<file path="config.mk">
export PLATFORM = sky130hd
export DESIGN_NAME = xmem_bus_ctrl_flat
export DESIGN_NICKNAME = d
export VERILOG_FILES = /design/src/rtl/xmem_bus_ctrl_if.sv /design/src/rtl/xmem_bus_ctrl.sv /design/src/flat_wrapper.sv
export SDC_FILE = /design/constraint.sdc
export NUM_CORES = 1
export LEC_CHECK = 0
export ABC_AREA = 1
export CAP_MARGIN = 25
export CORE_MARGIN = 2
export CORE_UTILIZATION = 45
export DETAILED_ROUTE_END_ITERATION = 16
export PLACE_DENSITY = 0.7
export SLEW_MARGIN = 5
export SYNTH_ARGS = -nofsm -noshare
export SYNTH_HDL_FRONTEND = slang
export SYNTH_SLANG_ARGS = --single-unit
</file>
<file path="constraint.sdc">
create_clock -name clk -period 1.72 [get_ports clk]
set_input_delay 0.344 -clock clk [delete_from_list [all_inputs] [get_ports clk]]
set_output_delay 0.344 -clock clk [all_outputs]
set_load 0.02 [all_outputs]
</file>
<file path="src/rtl/xmem_bus_ctrl_if.sv">
`default_nettype none
// ============================================================================
// Module   : xmem_bus_ctrl_if
// Brief    : AVR external-memory bus pins plus peripheral register-file port.
// Revision : 1.0 - initial release
// ============================================================================
interface xmem_bus_ctrl_if;
    logic [7:0]  ad_in;
    logic [7:0]  a;
    logic        ale;
    logic        nRD;
    logic        nWR;
    logic [7:0]  ad_out;
    logic        ad_oe;
    logic [7:0]  reg_addr;
    logic        reg_rd;
    logic [7:0]  reg_rdata;
    logic [7:0]  reg_rdata_hi;
    logic        reg_wr;
    logic        reg_wr16;
    logic [15:0] reg_wdata;
    logic        bus_err;

    modport slave (
        input  ad_in, a, ale, nRD, nWR, reg_rdata, reg_rdata_hi,
        output ad_out, ad_oe, reg_addr, reg_rd, reg_wr, reg_wr16, reg_wdata, bus_err
    );

    modport master (
        output ad_in, a, ale, nRD, nWR, reg_rdata, reg_rdata_hi,
        input  ad_out, ad_oe, reg_addr, reg_rd, reg_wr, reg_wr16, reg_wdata, bus_err
    );
endinterface
`default_nettype wire

</file>
<file path="src/rtl/xmem_bus_ctrl.sv">
`default_nettype none
// ============================================================================
// Module   : xmem_bus_ctrl
// Brief    : AVR XMEM bus front end with atomic 16-bit read/write sequencing.
// Revision : 1.0 - initial release
// ============================================================================
module xmem_bus_ctrl #(
    parameter logic [7:0] BASE_HI     = 8'h11,
    parameter int         SYNC_STAGES = 2,
    parameter logic [7:0] WIDE_RD_LO  = 8'h0C,
    parameter logic [7:0] WIDE_RD_HI  = 8'h13,
    parameter logic [7:0] WIDE_WR_LO  = 8'h20,
    parameter logic [7:0] WIDE_WR_HI  = 8'h2B
) (
    input  wire logic         clk,
    input  wire logic         rst,
    xmem_bus_ctrl_if.slave    bus
);

    localparam logic [2:0] c_IDLE    = 3'd0;
    localparam logic [2:0] c_RD_REQ  = 3'd1;
    localparam logic [2:0] c_RD_CAP  = 3'd2;
    localparam logic [2:0] c_RD_HOLD = 3'd3;
    localparam logic [2:0] c_WR_ACT  = 3'd4;
    localparam logic [2:0] c_ERR     = 3'd5;

    logic [SYNC_STAGES-1:0][7:0] r_ad_sync;
    logic [SYNC_STAGES-1:0][7:0] r_a_sync;
    logic [SYNC_STAGES-1:0][2:0] r_ctl_sync;   // {ale, nRD, nWR}
    logic        r_nrd_prev, r_nwr_prev;
    logic [7:0]  r_addr_lo, r_addr_hi;
    logic [2:0]  r_state, w_state_nxt;
    logic [7:0]  r_ad_out, r_shadow, r_stage, r_wbuf;
    logic        r_ad_oe, r_reg_wr, r_reg_wr16, r_bus_err;
    logic [15:0] r_reg_wdata;

    logic [7:0]  w_s_ad, w_s_a;
    logic        w_s_ale, w_s_nrd, w_s_nwr;
    logic        w_rd_fall, w_wr_fall, w_hit, w_rd_wide, w_wr_wide;
    logic        w_rd_req, w_cap, w_oe_clr, w_wbuf_ld, w_wr_done, w_err;

    assign w_s_ad    = r_ad_sync[SYNC_STAGES-1];
    assign w_s_a     = r_a_sync[SYNC_STAGES-1];
    assign w_s_ale   = r_ctl_sync[SYNC_STAGES-1][2];
    assign w_s_nrd   = r_ctl_sync[SYNC_STAGES-1][1];
    assign w_s_nwr   = r_ctl_sync[SYNC_STAGES-1][0];
    assign w_rd_fall = r_nrd_prev & ~w_s_nrd;
    assign w_wr_fall = r_nwr_prev & ~w_s_nwr;
    assign w_hit     = (r_addr_hi == BASE_HI);
    assign w_rd_wide = (r_addr_lo >= WIDE_RD_LO) && (r_addr_lo <= WIDE_RD_HI);
    assign w_wr_wide = (r_addr_lo >= WIDE_WR_LO) && (r_addr_lo <= WIDE_WR_HI);

    // Strobes idle high and ale idles low so reset never looks like an edge.
    always_ff @(posedge clk) begin
        if (rst) begin
            r_ad_sync  <= '0;
            r_a_sync   <= '0;
            r_ctl_sync <= {SYNC_STAGES{3'b011}};
            r_nrd_prev <= 1'b1;
            r_nwr_prev <= 1'b1;
        end else begin
            r_ad_sync  <= {r_ad_sync[SYNC_STAGES-2:0], bus.ad_in};
            r_a_sync   <= {r_a_sync[SYNC_STAGES-2:0], bus.a};
            r_ctl_sync <= {r_ctl_sync[SYNC_STAGES-2:0], {bus.ale, bus.nRD, bus.nWR}};
            r_nrd_prev <= w_s_nrd;
            r_nwr_prev <= w_s_nwr;
        end
    end

    always_ff @(posedge clk) begin
        if (rst) r_state <= c_IDLE;
        else     r_state <= w_state_nxt;
    end

    always_comb begin
        w_state_nxt = r_state;
        w_rd_req    = 1'b0;
        w_cap       = 1'b0;
        w_oe_clr    = 1'b0;
        w_wbuf_ld   = 1'b0;
        w_wr_done   = 1'b0;
        w_err       = 1'b0;
        case (r_state)
            c_IDLE: begin
                if (w_rd_fall || w_wr_fall) begin
                    if (!w_s_nrd && !w_s_nwr) begin
                        w_err       = 1'b1;
                        w_state_nxt = c_ERR;
                    end else if (w_rd_fall) begin
                        w_state_nxt = c_RD_REQ;
                    end else begin
                        w_state_nxt = c_WR_ACT;
                    end
                end
            end
            c_RD_REQ: begin
                w_rd_req    = w_hit;
                w_state_nxt = c_RD_CAP;
            end
            c_RD_CAP: begin
                w_cap       = 1'b1;
                w_state_nxt = c_RD_HOLD;
            end
            c_RD_HOLD: begin
                if (w_s_nrd) begin
                    w_oe_clr    = 1'b1;
                    w_state_nxt = c_IDLE;
                end
            end
            c_WR_ACT: begin
                if (!w_s_nwr) begin
                    w_wbuf_ld = 1'b1;
                end else begin
                    w_wr_done   = 1'b1;
                    w_state_nxt = c_IDLE;
                end
            end
            c_ERR: begin
                if (w_s_nrd && w_s_nwr) w_state_nxt = c_IDLE;
            end
            default: w_state_nxt = c_IDLE;
        endcase
    end

    always_ff @(posedge clk) begin
        if (rst) begin
            r_addr_lo   <= '0;
            r_addr_hi   <= '0;
            r_ad_out    <= '0;
            r_ad_oe     <= 1'b0;
            r_shadow    <= '0;
            r_stage     <= '0;
            r_wbuf      <= '0;
            r_reg_wr    <= 1'b0;
            r_reg_wr16  <= 1'b0;
            r_reg_wdata <= '0;
            r_bus_err   <= 1'b0;
        end else begin
            r_reg_wr   <= 1'b0;
            r_reg_wr16 <= 1'b0;
            r_bus_err  <= w_err;
            if (w_s_ale) begin
                r_addr_lo <= w_s_ad;
                r_addr_hi <= w_s_a;
            end
            // Odd half of a wide read returns the high byte frozen by the even half.
            if (w_cap) begin
                r_ad_oe <= w_hit;
                if (w_hit) begin
                    if (w_rd_wide && r_addr_lo[0]) begin
                        r_ad_out <= r_shadow;
                    end else begin
                        r_ad_out <= bus.reg_rdata;
                    end
                    if (w_rd_wide && !r_addr_lo[0]) r_shadow <= bus.reg_rdata_hi;
                end
            end
            if (w_oe_clr)  r_ad_oe <= 1'b0;
            if (w_wbuf_ld) r_wbuf  <= w_s_ad;
            if (w_wr_done && w_hit) begin
                if (w_wr_wide && !r_addr_lo[0]) begin
                    r_stage <= r_wbuf;
                end else if (w_wr_wide) begin
                    r_reg_wdata <= {r_wbuf, r_stage};
                    r_reg_wr16  <= 1'b1;
                end else begin
                    r_reg_wdata[7:0] <= r_wbuf;
                    r_reg_wr         <= 1'b1;
                end
            end
        end
    end

    assign bus.ad_out    = r_ad_out;
    assign bus.ad_oe     = r_ad_oe;
    assign bus.reg_addr  = r_addr_lo;
    assign bus.reg_rd    = w_rd_req;
    assign bus.reg_wr    = r_reg_wr;
    assign bus.reg_wr16  = r_reg_wr16;
    assign bus.reg_wdata = r_reg_wdata;
    assign bus.bus_err   = r_bus_err;

endmodule
`default_nettype wire

</file>
<file path="src/flat_wrapper.sv">
// flat-port wrapper written by rule: the top's interface ports become plain ports
module xmem_bus_ctrl_flat 
#(
    parameter logic [7:0] BASE_HI     = 8'h11,
    parameter int         SYNC_STAGES = 2,
    parameter logic [7:0] WIDE_RD_LO  = 8'h0C,
    parameter logic [7:0] WIDE_RD_HI  = 8'h13,
    parameter logic [7:0] WIDE_WR_LO  = 8'h20,
    parameter logic [7:0] WIDE_WR_HI  = 8'h2B
)
  (clk, rst, bus_ad_in, bus_a, bus_ale, bus_nRD, bus_nWR, bus_reg_rdata, bus_reg_rdata_hi, bus_ad_out, bus_ad_oe, bus_reg_addr, bus_reg_rd, bus_reg_wr, bus_reg_wr16, bus_reg_wdata, bus_bus_err);
  xmem_bus_ctrl_if bus_i ();
  input  wire logic clk;
  input  wire logic rst;
  input wire logic [$bits(bus_i.ad_in)-1:0] bus_ad_in;
  input wire logic [$bits(bus_i.a)-1:0] bus_a;
  input wire logic [$bits(bus_i.ale)-1:0] bus_ale;
  input wire logic [$bits(bus_i.nRD)-1:0] bus_nRD;
  input wire logic [$bits(bus_i.nWR)-1:0] bus_nWR;
  input wire logic [$bits(bus_i.reg_rdata)-1:0] bus_reg_rdata;
  input wire logic [$bits(bus_i.reg_rdata_hi)-1:0] bus_reg_rdata_hi;
  output wire logic [$bits(bus_i.ad_out)-1:0] bus_ad_out;
  output wire logic [$bits(bus_i.ad_oe)-1:0] bus_ad_oe;
  output wire logic [$bits(bus_i.reg_addr)-1:0] bus_reg_addr;
  output wire logic [$bits(bus_i.reg_rd)-1:0] bus_reg_rd;
  output wire logic [$bits(bus_i.reg_wr)-1:0] bus_reg_wr;
  output wire logic [$bits(bus_i.reg_wr16)-1:0] bus_reg_wr16;
  output wire logic [$bits(bus_i.reg_wdata)-1:0] bus_reg_wdata;
  output wire logic [$bits(bus_i.bus_err)-1:0] bus_bus_err;
  assign bus_i.ad_in = bus_ad_in;
  assign bus_i.a = bus_a;
  assign bus_i.ale = bus_ale;
  assign bus_i.nRD = bus_nRD;
  assign bus_i.nWR = bus_nWR;
  assign bus_i.reg_rdata = bus_reg_rdata;
  assign bus_i.reg_rdata_hi = bus_reg_rdata_hi;
  assign bus_ad_out = bus_i.ad_out;
  assign bus_ad_oe = bus_i.ad_oe;
  assign bus_reg_addr = bus_i.reg_addr;
  assign bus_reg_rd = bus_i.reg_rd;
  assign bus_reg_wr = bus_i.reg_wr;
  assign bus_reg_wr16 = bus_i.reg_wr16;
  assign bus_reg_wdata = bus_i.reg_wdata;
  assign bus_bus_err = bus_i.bus_err;
  xmem_bus_ctrl #(.BASE_HI(BASE_HI), .SYNC_STAGES(SYNC_STAGES), .WIDE_RD_LO(WIDE_RD_LO), .WIDE_RD_HI(WIDE_RD_HI), .WIDE_WR_LO(WIDE_WR_LO), .WIDE_WR_HI(WIDE_WR_HI)) u_core (.clk(clk), .rst(rst), .bus(bus_i));
endmodule
</file>
# Yosys cells after proc, flatten, opt, wreduce, memory -nomap -nowiden
# Cells that the tools add are included.
[totals]
inputBits = 37
output_inout_bits = 37
register_bits = 111
[classes]
bitwise_logic = 8
reduce_logical = 22
magnitude_cmp = 4
eq_ne = 10
muxes = 20
[ops]
columns = ["cell", "count"]
rows = [
  ["$mux W3", 6],
  ["$pmux W3 S6", 1],
  ["$mux W8", 2],
  ["$mux W1", 11],
  ["$eq A8 B5 Y1 const B", 1],
  ["$ge A8 B4 Y1 const B", 1],
  ["$ge A8 B6 Y1 const B", 1],
  ["$le A8 B5 Y1 const B", 1],
  ["$le A8 B6 Y1 const B", 1],
  ["$logic_and A1 B1 Y1", 8],
  ["$ne A2 B1 Y1 const B", 4],
  ["$eq A3 B2 Y1 const B", 2],
  ["$eq A3 B3 Y1 const B", 2],
  ["$not A1 Y1", 6],
  ["$reduce_and A2 Y1", 3],
  ["$reduce_and A3 Y1", 2],
  ["$reduce_or A3 Y1", 2],
  ["$reduce_and A4 Y1", 1],
  ["$eq A3 B1 Y1 const B", 1],
  ["$logic_not A1 Y1", 3],
  ["$logic_not A3 Y1", 1],
  ["$and A1 B1 Y1", 2],
  ["$reduce_or A2 Y1", 1],
  ["$logic_or A1 B1 Y1", 1],
]

# Depth between registers and ports, before layout
[depth]
word_depth = 6
ltp_mapped = 10

# Worst setup path after synthesis
# OpenSTA, ideal clock, no wires.
[synth_timing]
path_kind = "reg-to-reg"
from = "reg u_core.r_addr_lo[3] (netlist: u_core.bus.reg_addr[3])"
to = "reg u_core.r_ad_out[0] (netlist: u_core.bus.ad_out[0])"
path_buffers = 1
setup_ps = 109
slack_ps = 284
required_time_ps = 1611
arrival_ps = 1327
path_stages_with_launch = 9
period_less_slack_ps = 1436
path_cell_list = "dfxtp_1 -> nand2_1 -> nand3_1 -> buf_4 -> nand3_1 -> nand2_1 -> nand3_1 -> nand2_1 -> inv_1"
[synth_via]
elab_chain_cells = 4
elab_cells_between_ends = 5
[synth_rtl]
columns = ["element", "line", "source"]
rows = [
  ["from (decl)", "xmem_bus_ctrl.sv:31", "logic [7:0] r_addr_lo, r_addr_hi;"],
  ["from (signal assigned)", "xmem_bus_ctrl.sv:143", "r_addr_lo <= w_s_ad;"],
  ["$ge A8 B4 Y1 / $le A8 B5 Y1 (equally long branches)", "xmem_bus_ctrl.sv:50", "assign w_rd_wide = (r_addr_lo >= WIDE_RD_LO) && (r_addr_lo <= WIDE_RD_HI);"],
  ["$logic_and A1 B1 Y1 (*)", "xmem_bus_ctrl.sv:50", ""],
  ["$logic_and A1 B1 Y1 (*)", "xmem_bus_ctrl.sv:150", "if (w_rd_wide && r_addr_lo[0]) begin"],
  ["$mux W8 (*)", "xmem_bus_ctrl.sv:150", ""],
  ["to (signal assigned)", "xmem_bus_ctrl.sv:151", "r_ad_out <= r_shadow;"],
  ["to (signal assigned)", "xmem_bus_ctrl.sv:153", "r_ad_out <= bus.reg_rdata;"],
  ["to (decl)", "xmem_bus_ctrl.sv:33", "logic [7:0] r_ad_out, r_shadow, r_stage, r_wbuf;"],
]
# Every way passes the cells marked *; elsewhere a longest branch is shown, timed or not.
# A chain may end at the register's enable or synchronous reset.

# Worst setup path in the final report
[layout_timing]
from = "reg u_core.r_reg_wdata[4] (netlist: u_core.bus.reg_wdata[4])"
to = "out bus_reg_wdata[4]"
[layout_rtl]
columns = ["element", "line", "source"]
rows = [
  ["from (decl)", "xmem_bus_ctrl.sv:35", "logic [15:0] r_reg_wdata;"],
  ["from (signal assigned)", "xmem_bus_ctrl.sv:164", "r_reg_wdata <= {r_wbuf, r_stage};"],
  ["from (signal assigned)", "xmem_bus_ctrl.sv:167", "r_reg_wdata[7:0] <= r_wbuf;"],
  ["to (decl)", "flat_wrapper.sv:28", "output wire logic [$bits(bus_i.reg_wdata)-1:0] bus_reg_wdata;"],
]
# No word-level cell between the ends.

==> results.txt <==
* Run status: finished clean
- First-pass GRT wire length: 14.9 mm
* Iteration count of the initial detailed-routing pass: 5
- HP Class: flop to flop
- The floorplan has 35 rows.
- STA classifies the critical path startpoint as a flop.
- The clock tree synthesis step divided the H-tree into 3 levels.
- Die span in x: slightly above 100 um
- After clock tree synthesis, the clock-pin slew on the worst setup and hold paths is roughly 0.11 ns.
- Average vias per placed instance: ~4.5
- Summing over every cut layer, the via total after detailed routing is roughly 3.6k.
* Number of buffer cells added on primary ports: between 70 and 80
- Most frequent cells in the layout: sky130_fd_sc_hd__nor2_1 (117), sky130_fd_sc_hd__dfxtp_1 (111), sky130_fd_sc_hd__nand2_1 (105)
* Actual transition at the worst max-transition pin: between 0.3 and 0.4 ns
- Pwr Density: 921 nW/um2
- Number of pins with negative max-slew slack in the final report: 0
- Global routing used between 10% and 20% of the available tracks.
- The signal on the critical path passes through clkdlybuf4s50_1.
- GR met1 Demand/Resource: about a fifth
* Gate Count Post-Synth: roughly 580
- The worst register-to-register path begins at u_core.bus.reg_addr[3].
- Detailed placement finished with a half-perimeter wire length of between 6 and 7 mm.
- The number of global-route vias before repair was ~3.5k.
- In this run the worst path has a maximum fanout of 2.
- Global routing usage on met2: between 30% and 40%
* Starting utilization of the core area: approximately 47%
- Post-synth EDFFs: 0
- Number of buffers on the longest clock path: 2
- Antenna violations before repair: 0
- Synth Warn #: 0
- Die extent in y: between 100 and 150 um
- Fmax: 598 MHz
- Max-slew headroom at the worst pin: 77.9%
- In this run the mean area of a mapped cell was 7.43 um2.
- Crit path time final: between 1.5 and 2 ns
- Summed over all layers, the routed wires come to 8.82 mm.
- Count of unresolved DRC violations after routing: 0
- Largest net degree at the start of global routing: 36
- Launch point of the critical path: u_core.bus.reg_wdata[4]
- Core area: about 9300 um2
- Met3 layer usage reported by global route: 3.28%
- Number of failing hold endpoints at the final stage: 0
* Post-synthesis sequential element count: 111
* Count of clock tree sinks: around 110
* Critical path's slowest cell: sky130_fd_sc_hd__clkdlybuf4s50_1
- The library cell used most frequently in the layout, excluding fill and tap cells, is sky130_fd_sc_hd__nor2_1.
- The register with the most flip-flops in the layout has 16 of them.
- Of the cells placed in the final design, the portion with a size suffix greater than 1 is 9.30%.
- Together, buffers and inverters on the worst path number 1.
- Nature of the critical path endpoint: output pin
- Main synth FF type: sky130_fd_sc_hd__dfxtp_1
- After clock tree synthesis, the flow added hold-fix buffers numbering 0.
- Clock latency on the worst-skew pair, taken at its later pin, is around 0.38 ns.
* Critical hold path startpoint: u_core.r_a_sync[4]
* Distinct cell type count of the synthesized netlist: 28
- The mapped netlist covers around 4300 um2.
- Across the run, the number of max-cap violations was 0.
* P&R area growth vs syn: 26.5%
* Placer Congestion: about 0.8
* Worst EP required: roughly 1.4 ns
* CTS buffer count: 9
- Setup repair after global routing left no endpoint under its margin.
* Worst path top cell family by delay: buffers and inverters
* Sequential fraction of the synthesis area: about 51%
- Setup total negative slack on the finished layout was measured at 0 ns.
- Synth Net Count: between 600 and 700
- The first routing iteration left 166 violations.
* Clock skew after layout: 0.0152 ns
- The detail route stage leaves a number of antenna-violating nets equal to 0.
* Wirelength per Cell: around 11 um
- CTS placed an instance of sky130_fd_sc_hd__clkbuf_8 at the clock tree root.
- Aggregate global routing overflow: 0
- Min Hold Slack: just over 0.4 ns
* Ports: 74
* Antenna diode instance count: 0
- Worst VDD drop: roughly 0.45 mV
- WP data arrival: approximately 1.3 ns
* Fraction of synthesis flops using an asynchronous set or reset pin: 0%
- At the end of the flow, the number of nets in the layout was roughly 700.
- Static leakage: around 2.8 nW
- Setup violations remaining at the end of the flow were counted as 0.
- The floorplan step defined a die boundary enclosing 10400 um2.
* Final worst path period share: a little over nine tenths
- Critical path class: flop to output pin
* CTS tree: built
* Maximum single-stage delay on the critical path: between 0.6 and 0.7 ns
- Count of fill cells added during filler insertion: roughly 910
- Busiest grt layer: met2
[final cells by class]
| type | instances | area [um2] | share of cell area (%) |
|---|---|---|---|
| tap | 129 | 161 | 2.94 |
| multi-input combinational | 352 | 1630 | 29.7 |
| timing repair buffer | 90 | 887 | 16.2 |
| inverter | 98 | 368 | 6.70 |
| clock buffer | 9 | 124 | 2.26 |
| sequential | 111 | 2220 | 40.5 |
| clock inverter | 7 | 93.8 | 1.71 |
[kinds of logic after synthesis]
kind of cell	after synthesis	synth area share (%)
AOI/OAI and AO/OA	65	8.16
buffers and inverters	121	11.2
DFF	111	51.2
and+or+nand+nor	287	29.4
[cell usage after synthesis (8+ instances only)]
library cell | n | area [um2]
sky130_fd_sc_hd__inv_1 | 92 | 345
sky130_fd_sc_hd__nor2_1 | 117 | 439
sky130_fd_sc_hd__clkbuf_1 | 13 | 48.8
sky130_fd_sc_hd__nand4_1 | 10 | 62.6
sky130_fd_sc_hd__nand2_1 | 105 | 394
sky130_fd_sc_hd__o21a_1 | 8 | 60.1
sky130_fd_sc_hd__o21ai_1 | 8 | 40.0
sky130_fd_sc_hd__a21oi_1 | 23 | 115
sky130_fd_sc_hd__nand3_1 | 31 | 155
sky130_fd_sc_hd__o21ai_0 | 22 | 110
sky130_fd_sc_hd__dfxtp_1 | 111 | 2220
[stage by stage]
stage	cells	power [mW]	util (%)	worst slack [ns]	area, um2
final	796	5.05	59.1	0.0466	5490
after detailed placement	780	3.46	56.6	0.0346	5250
after CTS	796	5.09	58.8	0.0113	5460
after global routing	796	5.26	59.1	0.00136	5490
after floorplan	584	3.20	-	0.284	4340
after global placement	780	3.44	56.6	0.0772	5250
[worst paths after layout]
kind                        end  slack, ns  cells after the start
max            bus_reg_wdata[4]       0.05                      1
min             u_core.w_s_a[4]       0.41                      2
max reg2reg  u_core.r_shadow[1]       0.25                      7
min reg2reg     u_core.w_s_a[4]       0.41                      2
[what timing repair did]
item                       4_1_cts  5_1_grt
setup endpoints to repair        8       12
buffers inserted                 0        0
resized for setup               11       12
[layer usage]
metal,up-vias,part of all wire (%)
met5,-,0
met3,12,3.8
met4,0,1.9
li1,1935,-
met2,70,47
met1,1597,47
[power breakdown]
group	switching [mW]	internal [mW]
combinational	0.414	0.278
sequential	0.0529	2.66
clock	0.936	0.709
total	1.40	3.65
Note: power is estimated with default switching activity, not from simulation.
